<file path="src/rtl/cla_pkg.sv">
// Shared constants for the pipelined CLA add/sub datapath: op encodings and default geometry.
package cla_pkg;
    localparam int CLA_WIDTH = 16;
    localparam int CLA_GROUP = 4;

    localparam logic [1:0] OP_ADD    = 2'b00;
    localparam logic [1:0] OP_SUB    = 2'b01;
    localparam logic [1:0] OP_ADC    = 2'b10;
    localparam logic [1:0] OP_SATADD = 2'b11;
endpackage

</file>
<file path="src/rtl/cla_group.sv">
// GROUP-bit first-level lookahead cell: sum bits from a group carry-in, plus group propagate/generate.
module cla_group import cla_pkg::*; #(
    parameter int GROUP = CLA_GROUP
) (
    input  logic [GROUP-1:0] a_i,
    input  logic [GROUP-1:0] b_i,
    input  logic             c_i,
    output logic [GROUP-1:0] sum_o,
    output logic             p_o,
    output logic             g_o
);
    logic [GROUP-1:0] p, g, c;
    logic             cterm, gterm;

    assign p     = a_i ^ b_i;
    assign g     = a_i & b_i;
    assign p_o   = &p;
    assign sum_o = p ^ c;

    // Each internal carry is a flat sum of products, no ripple between bits.
    always_comb begin
        c     = '0;
        cterm = 1'b0;
        c[0]  = c_i;
        for (int i = 1; i < GROUP; i++) begin
            cterm = c_i;
            for (int m = 0; m < i; m++) cterm = cterm & p[m];
            c[i] = cterm;
            for (int k = 0; k < i; k++) begin
                cterm = g[k];
                for (int m = k + 1; m < i; m++) cterm = cterm & p[m];
                c[i] = c[i] | cterm;
            end
        end
    end

    always_comb begin
        g_o   = 1'b0;
        gterm = 1'b0;
        for (int k = 0; k < GROUP; k++) begin
            gterm = g[k];
            for (int m = k + 1; m < GROUP; m++) gterm = gterm & p[m];
            g_o = g_o | gterm;
        end
    end
endmodule

</file>
<file path="src/rtl/cla_addsub_pipe.sv">
// Two-stage CLA add/sub with valid/ready flow control and status flags.
// Optional signed saturation for op SATADD is enabled by defining CLA_SAT_EN.
module cla_addsub_pipe import cla_pkg::*; #(
    parameter int WIDTH = CLA_WIDTH,
    parameter int GROUP = CLA_GROUP
) (
    input  logic             clk,
    input  logic             rst_n,
    input  logic             in_valid,
    output logic             in_ready,
    input  logic [1:0]       op,
    input  logic [WIDTH-1:0] a,
    input  logic [WIDTH-1:0] b,
    input  logic             cin,
    output logic             out_valid,
    input  logic             out_ready,
    output logic [WIDTH-1:0] sum,
    output logic             cout,
    output logic             ovf,
    output logic             zero,
    output logic             neg
);
    localparam int NG = WIDTH / GROUP;

    logic             s1_valid_q, out_valid_q;
    logic [WIDTH-1:0] a_q, bp_q, bp_d;
    logic             c0_q, c0_d;
    logic             s2_free, s1_adv;
    logic [WIDTH-1:0] raw, sum_d, sum_q;
    logic [NG-1:0]    gp, gg;
    logic [NG:0]      gc;
    logic             lterm, cmsb, cout_d, ovf_d;
    logic             cout_q, ovf_q, zero_q, neg_q;
`ifdef CLA_SAT_EN
    logic             sat_q;
`endif

    assign s2_free  = !out_valid_q || out_ready;
    assign s1_adv   = s1_valid_q && s2_free;
    assign in_ready = !s1_valid_q || s1_adv;

    // Subtraction is a + ~b + 1; only SUB and ADC inject a carry.
    always_comb begin
        bp_d = (op == OP_SUB) ? ~b : b;
        c0_d = 1'b0;
        if (op == OP_SUB)      c0_d = 1'b1;
        else if (op == OP_ADC) c0_d = cin;
    end

    always_ff @(posedge clk or negedge rst_n) begin
        if (!rst_n) begin
            s1_valid_q <= 1'b0;
            a_q        <= '0;
            bp_q       <= '0;
            c0_q       <= 1'b0;
`ifdef CLA_SAT_EN
            sat_q      <= 1'b0;
`endif
        end else if (in_ready) begin
            s1_valid_q <= in_valid;
            if (in_valid) begin
                a_q   <= a;
                bp_q  <= bp_d;
                c0_q  <= c0_d;
`ifdef CLA_SAT_EN
                sat_q <= (op == OP_SATADD);
`endif
            end
        end
    end

    // Group P/G are formed from the prepared operands held in the stage-1 register.
    for (genvar j = 0; j < NG; j++) begin : g_grp
        cla_group #(.GROUP(GROUP)) u_grp (
            .a_i   (a_q[j*GROUP +: GROUP]),
            .b_i   (bp_q[j*GROUP +: GROUP]),
            .c_i   (gc[j]),
            .sum_o (raw[j*GROUP +: GROUP]),
            .p_o   (gp[j]),
            .g_o   (gg[j])
        );
    end

    // Second-level lookahead: every group carry-in is a flat sum of products.
    always_comb begin
        gc    = '0;
        lterm = 1'b0;
        gc[0] = c0_q;
        for (int j = 1; j <= NG; j++) begin
            lterm = c0_q;
            for (int m = 0; m < j; m++) lterm = lterm & gp[m];
            gc[j] = lterm;
            for (int k = 0; k < j; k++) begin
                lterm = gg[k];
                for (int m = k + 1; m < j; m++) lterm = lterm & gp[m];
                gc[j] = gc[j] | lterm;
            end
        end
    end

    // Carry into the MSB is recovered from the MSB sum bit.
    always_comb begin
        cmsb   = a_q[WIDTH-1] ^ bp_q[WIDTH-1] ^ raw[WIDTH-1];
        cout_d = gc[NG];
        ovf_d  = gc[NG] ^ cmsb;
        sum_d  = raw;
`ifdef CLA_SAT_EN
        if (sat_q && ovf_d)
            sum_d = a_q[WIDTH-1] ? {1'b1, {(WIDTH-1){1'b0}}} : {1'b0, {(WIDTH-1){1'b1}}};
`endif
    end

    always_ff @(posedge clk or negedge rst_n) begin
        if (!rst_n) begin
            out_valid_q <= 1'b0;
            sum_q       <= '0;
            cout_q      <= 1'b0;
            ovf_q       <= 1'b0;
            zero_q      <= 1'b0;
            neg_q       <= 1'b0;
        end else if (s1_adv) begin
            out_valid_q <= 1'b1;
            sum_q       <= sum_d;
            cout_q      <= cout_d;
            ovf_q       <= ovf_d;
            zero_q      <= (sum_d == '0);
            neg_q       <= sum_d[WIDTH-1];
        end else if (out_ready) begin
            out_valid_q <= 1'b0;
        end
    end

    assign out_valid = out_valid_q;
    assign sum       = sum_q;
    assign cout      = cout_q;
    assign ovf       = ovf_q;
    assign zero      = zero_q;
    assign neg       = neg_q;
endmodule

</file>
<file path="config.mk">
export PLATFORM = sky130hd
export DESIGN_NAME = cla_addsub_pipe
export DESIGN_NICKNAME = d
export VERILOG_FILES = /design/src/rtl/cla_pkg.sv /design/src/rtl/cla_group.sv /design/src/rtl/cla_addsub_pipe.sv
export SDC_FILE = /design/constraint.sdc
export NUM_CORES = 1
export LEC_CHECK = 0
export CELL_PAD_IN_SITES_DETAIL_PLACEMENT = 1
export CELL_PAD_IN_SITES_GLOBAL_PLACEMENT = 2
export CORE_ASPECT_RATIO = 1.2
export CORE_UTILIZATION = 32
export CTS_BUF_LIST = sky130_fd_sc_hd__clkbuf_4 sky130_fd_sc_hd__clkbuf_8 sky130_fd_sc_hd__clkbuf_16
export DETAILED_ROUTE_END_ITERATION = 8
export GPL_TIMING_DRIVEN = 0
export HOLD_SLACK_MARGIN = 0.06
export MAX_ROUTING_LAYER = met4
export PLACE_DENSITY_LB_ADDON = 0.1
export SETUP_SLACK_MARGIN = 0.2
export SLEW_MARGIN = 20
export SYNTH_ARGS = -nofsm -noshare
export SYNTH_HDL_FRONTEND = slang
export SYNTH_SLANG_ARGS = --single-unit
</file>
<file path="constraint.sdc">
create_clock -name clk -period 4.1 [get_ports clk]
set_clock_uncertainty 0.2 [all_clocks]
set_input_delay 0.82 -clock clk [delete_from_list [all_inputs] [get_ports clk]]
set_output_delay 0.82 -clock clk [all_outputs]
set_load 0.02 [all_outputs]
</file>
==> After elaboration in Yosys (flattened, before gate mapping) <==
Index checks and enable logic that the tools add are counted.
{ "word_totals": {"regBits": 55, "latchBits": 0, "ram_bits": 0, "mem_bits_ro": 0, "input_bits": 39, "output_inout_bits": 22, "elab_cells": 137, "n_memories": 0} }
{ "classes": {"addsub": 0, "multipliers": 0, "div": 0, "order_cmp": 0, "eq_ne": 2, "n_shift": 0, "mux": 5, "n_bitwise": 108, "n_reduce_logical": 12} }
{ "ops": {"columns": ["cell", "n"], "rows": [
  ["$and A1 B1 Y1", 46],
  ["$or A1 B1 Y1", 46],
  ["$xor A4 B4 Y4", 8],
  ["$and A4 B4 Y4", 4],
  ["$logic_not A16 Y1", 1],
  ["$mux W16", 1],
  ["$not A16 Y16", 1],
  ["$reduce_and A4 Y1", 4],
  ["$mux W1", 4],
  ["$xor A1 B1 Y1", 3],
  ["$eq A2 B1 Y1 const B", 1],
  ["$eq A2 B2 Y1 const B", 1],
  ["$logic_not A1 Y1", 2],
  ["$logic_or A1 B1 Y1", 2],
  ["$reduce_and A2 Y1", 1],
  ["$reduce_bool A2 Y1", 1],
  ["$logic_and A1 B1 Y1", 1]
]} }

==> Logic depth before layout (Yosys ltp) <==
{ "depth": {"ltp_word": 21, "depth_mapped": 14, "depth_no_buf": 14} }

==> Hierarchy <==
From an unflattened synthesis, not the netlist that was laid out.
{ "unflattened": {"hier_cells": 269, "area_unflattened_um2": 3002.9} }
{ "modules_own_cells": {"columns": ["module", "instances", "cells_per_inst", "area_per_inst_um2", "seq_area_each_um2"], "rows": [
  ["cla_addsub_pipe", 1, 177, 2282.2, 1351.3],
  ["cla_group", 4, 23, 180.2, 0.0]
]} }

==> Least setup slack after synthesis <==
Ideal clock, no wire load.
{ "synth_timing": {"path_type": "reg2reg", "startpoint": "register a_q[2]", "endpoint": "register zero_q, in the netlist zero", "setup_ns": 0.121, "t_arrival_ns": 2.728, "t_required_ns": 3.779, "setup_slack_ns": 1.051, "path_stages_with_launch": 15, "n_path_buf": 0, "period_less_slack_ns": 3.049, "path_cell_list": "dfrtp_1 > ha_1 > a21oi_2 > nor2b_2 > o31ai_4 > nand2_1 > or2_1 > a21o_1 > ha_1 > o21a_1 > o21a_1 > or2_1 > nand3_1 > nor4_1 > a22o_1"} }
{ "synth_via": {"elab_chain_cells": 19, "word_cells_on_any_way": 58, "cone_classes": "bitwise (56); reduce/logical (2)"} }
{ "synth_rtl": {"columns": ["element", "line", "rtl"], "rows": [
  ["from (decl)", "cla_addsub_pipe.sv:26", "logic [WIDTH-1:0] a_q, bp_q, bp_d;"],
  ["from (signal assigned)", "cla_addsub_pipe.sv:53", "a_q <= '0;"],
  ["from (signal assigned)", "cla_addsub_pipe.sv:62", "a_q <= a;"],
  ["$xor A4 B4 Y4", "cla_group.sv:15", "assign p = a_i ^ b_i;"],
  ["$and A1 B1 Y1", "cla_group.sv:31, cla_group.sv:42", null],
  ["$and A1 B1 Y1", "cla_group.sv:42", "for (int m = k + 1; m < GROUP; m++) gterm = gterm & p[m];"],
  ["$or A1 B1 Y1 (3 in a row)", "cla_group.sv:43", "g_o = g_o | gterm;"],
  ["$and A1 B1 Y1 (2 in a row)", "cla_addsub_pipe.sv:95", "for (int m = k + 1; m < j; m++) lterm = lterm & gp[m];"],
  ["$or A1 B1 Y1 (3 in a row)", "cla_addsub_pipe.sv:96", "gc[j] = gc[j] | lterm;"],
  ["$and A1 B1 Y1 (3 in a row)", "cla_group.sv:27", "for (int m = 0; m < i; m++) cterm = cterm & p[m];"],
  ["$or A1 B1 Y1 (3 in a row)", "cla_group.sv:32", "c[i] = c[i] | cterm;"],
  ["$xor A4 B4 Y4", "cla_group.sv:18", "assign sum_o = p ^ c;"],
  ["$logic_not A16 Y1 (*)", "cla_addsub_pipe.sv:126", "zero_q <= (sum_d == '0);"],
  ["to (signal assigned)", "cla_addsub_pipe.sv:126", null],
  ["to (decl)", "cla_addsub_pipe.sv:33", "logic cout_q, ovf_q, zero_q, neg_q;"]
]} }
Mark *: on every way between the ends. The rest lies on a longest branch, timed or not.
A chain may end at the register's enable or synchronous reset.

==> Worst setup path in the final report <==
{ "layout_timing": {"startpoint": "register a_q[2]", "endpoint": "register zero_q, in the netlist zero"} }
{ "layout_via": {"word_cells_on_any_way": 58, "cone_classes": "bitwise (56); reduce/logical (2)"} }
{ "layout_rtl": {"columns": ["element", "line", "rtl"], "rows": [
  ["$xor A4 B4 Y4", "cla_group.sv:15", null],
  ["$and A1 B1 Y1 (2 in a row)", "cla_group.sv:42", null],
  ["$or A1 B1 Y1 (3 in a row)", "cla_group.sv:43", null],
  ["$and A1 B1 Y1 (2 in a row)", "cla_addsub_pipe.sv:95", null],
  ["$or A1 B1 Y1 (*) (3 in a row)", "cla_addsub_pipe.sv:96", null],
  ["$xor A4 B4 Y4 (*)", "cla_group.sv:18", null],
  ["via g_grp[3].u_grp.sum_o[0]", "cla_group.sv:8", "output logic [GROUP-1:0] sum_o,"],
  ["$logic_not A16 Y1 (*)", "cla_addsub_pipe.sv:126", null]
]} }
Mark *: on every way through the listed nets, which the timed path passes. The rest lies on a longest branch.

==> results.py <==
metrics = {
    "outcome": {
        "outcome": "completed",
    },
    "sta": {
        "timing.setup.tns_ps": 0,
        "timing.final.crit_share_pct": 81.5,
        "worst_pin_slew_ps": 683,
        "slew_violations": 0,
        "setup_violations": 0,
        "fmax_mhz": 299,
        "finalCriticalPeriod_ps": 3340,
        "slew_headroom_pct": 54.5,
        "final-hold-violation-count": 0,
        "rsz0062_at_grt": "no",
    },
    "setup_path": {
        "crit_path_cell_trace": "ha_1, a21oi_2, nor2b_2, o31ai_4, nand2_1, or2_1, a21o_1, fa_1, nor4b_1, nand4_1, nor4_1, a22o_1",
        "max_stage_delay_ps": 500,
        "rrSetupSlack_ps": 760,
        "critPathArrivalTime_ps": 3380,
        "worstSetupStartpoint": "a_q[2]",
        "crit_slowest_cell": "fa_1",
        "r2r-end": "zero",
        "start_kind": "flip-flop",
        "path_buf_inv": 0,
        "crit_path_max_fanout": 4,
        "crit_path_end_kind": "flip-flop",
        "regToRegStartpoint": "a_q[2]",
        "crit_family": "simple AND/OR/NAND/NOR gates",
        "worstPathRequired_ps": 4140,
        "worstSetupPathType": "reg2reg",
        "reg2regPathDepth": 12,
    },
    "clock_tree": {
        "postCtsSetupRepairBufs": 0,
        "cts_tree": "built",
        "clockRootBuffer": "clkbuf_8",
        "clk_latency_ps": 300,
        "post_cts_resized": 0,
        "hold_buffers": 0,
        "cts_htree_levels": 2,
        "cts.sinks": 54,
        "clockBufferDepth": 2,
        "clk_pin_slew_ps": 90,
        "cts_made_buffers": 5,
    },
    "synthesis": {
        "synthCells": 273,
        "syn_area_mm2": 0.00289,
        "synth_area_leaders": "dfrtp_1 47%, ha_1 8.7%, nand2_1 6.5%",
        "postSynthAreaPerCell_um2": 10.6,
        "yosysUniqueCellTypes": 40,
        "ys_ff_latch": 54,
        "seq_area_frac_synth_pct": 46.8,
        "synth_top_area_cell": "dfrtp_1",
        "synth_top_area_share_pct": 46.8,
        "ys_warn_count": 0,
        "synth_nets": 336,
    },
    "layout": {
        "regArea_mm2": 0.00135,
        "antennaDiodeCount": 0,
        "final_common_cell": "clkdlybuf4s50_1",
        "layout_common_cells": "59 x clkdlybuf4s50_1, 54 x dfrtp_1, 50 x nand2_1",
        "multiInputGateArea_mm2": 0.00147,
        "num-nets-final": 403,
        "final_core_util_pct": 43.0,
        "area_growth_pct": 28.7,
        "design_area_mm2": 0.00372,
        "layout-drive-gt1-share_pct": 8.82,
        "num-fill-cells": 1025,
    },
    "routing": {
        "viasPerCell": 4.57,
        "via_count": 2090,
        "drc": 0,
        "dr.pass1.iters": 4,
        "first_iter_violations": 16,
        "antenna_left": 0,
        "routed_wl_um": 6250,
        "wl_per_cell_um": 13.7,
    },
    "job": {
        "maxCapViolations": 0,
    },
    "global_routing": {
        "antenna_found_initial": 0,
        "gr-total-overflow": 0,
        "grt_pass1_wl_um": 11000,
        "grt_start_max_net_pins": 55,
        "grt_usage_pct": 15.8,
        "grt_pass1_vias": 2258,
    },
    "worst_hold_path": {
        "hp-start": "sum[8]",
        "min-delay-path-class": "reg2reg",
        "whs_path_depth": 2,
        "min_to": "sum[8]",
    },
    "floorplan": {
        "core-area_mm2": 0.00866,
        "die_w_um": 88.8,
        "start_util_pct": 33.4,
        "rows": 37,
        "die_area_mm2": 0.00942,
        "ios": 61,
        "die_y_um": 106,
    },
    "placement": {
        "place_congestion": 0.788,
        "place_area_mm2": 0.00363,
        "dp_hpwl_um": 5150,
        "io_buffers": 60,
    },
    "power_and_ir_drop": {
        "p_leak_nw": 1.61,
        "peakVddDrop_uv": 151,
        "pwr_density_cell_mw_per_mm2": 514,
    },
}
-- metal layers --
metal,vias up,track usage [%],share of wire (%),wire length (um)
met4,0,4.49,1.4,85
met3,6,2.95,3.6,223
met2,45,24.9,48,3000
met1,981,20.6,47,2940
met5,-,-,0,0
li1,1058,-,-,-
-- final cells by class --
type                    count  area share, %
clock buffers               7           2.25
inverters                   4          0.404
multi-input cells         204           39.6
flip-flops and latches     54           36.3
repair buffers             60           16.1
well taps                 117           3.94
plain buffers              11           1.35
-- registers in the layout, indices dropped and copies added, names as in the netlist --
name	cells
out_valid	1
c0_q	1
a_q	16
cout	1
zero	1
ovf	1
s1_valid_q	1
sum	16
bp_q	16
-- report_power, final --
group | total [mW] | leakage (nW) | switching (mW) | internal (mW)
clock | 0.288 | 0.0452 | 0.157 | 0.131
combinational | 0.871 | 0.914 | 0.454 | 0.417
sequential | 0.752 | 0.646 | 0.0849 | 0.667
total | 1.91 | 1.61 | 0.696 | 1.22
-- synth_stat cells --
cell type / n
dfrtp_1: 54
nand2_1: 50
o21ai_0: 22
xnor2_1: 21
ha_1: 20
a21oi_1: 10
mux2_2: 10
mux2_1: 8
nor2_1: 8
clkbuf_1: 6
xor2_1: 6
nand3_1: 5
buf_2: 4
fa_1: 4
inv_1: 4
nand2b_1: 4
o21a_1: 4
o21ai_1: 4
a21o_1: 3
nor4_1: 3
or2_1: 3
nor3_1: 2
a211oi_2: 1
a21oi_2: 1
a22o_1: 1
a31oi_1: 1
and2_0: 1
and4_1: 1
buf_4: 1
nand3b_1: 1
nand4_1: 1
nor2_4: 1
nor2b_1: 1
nor2b_2: 1
nor4b_1: 1
o21bai_1: 1
o22a_2: 1
o31ai_4: 1
or3_2: 1
or4b_1: 1
-- cell families (layout without fill, tap and decap cells) --
kind of cell | count (synthesis) | count (layout) | share of synthesized area (%)
flip-flops | 54 | 54 | 46.8
XOR/XNOR | 27 | 27 | 8.18
multiplexers | 18 | 18 | 7.01
adder cells (fa/ha/maj) | 24 | 24 | 11.4
AO/OA/AOI/OAI | 50 | 50 | 10.6
AND/OR/NAND/NOR | 85 | 85 | 13.7
buffers and inverters | 15 | 82 | 2.25
-- worst max-delay path by stage --
stage	to	slack, ps	cells past startpoint
after floorplan	zero	1050	14
after global placement	bp_q[11]	320	1
after detailed placement	zero	760	14
after CTS	zero	740	14
after global routing	zero	510	12
final	zero	760	12
-- worst min-delay path: cells and delay by family (launching register included) --
kind	cells	cell delay [ps]
flops	1	350
simple gates	2	100
-- stage by stage --
stage               setup WS (ps)  hold slack (ps)  power [mW]  cells
floorplan                    1050              254        1.28    273
global placement              321              257        1.63    450
detailed placement            755              263        1.65    450
CTS                           737              286        1.95    457
global route                  512              317        2.07    457
finish                        760              278        1.91    457
(Power assumes the default switching activity.)
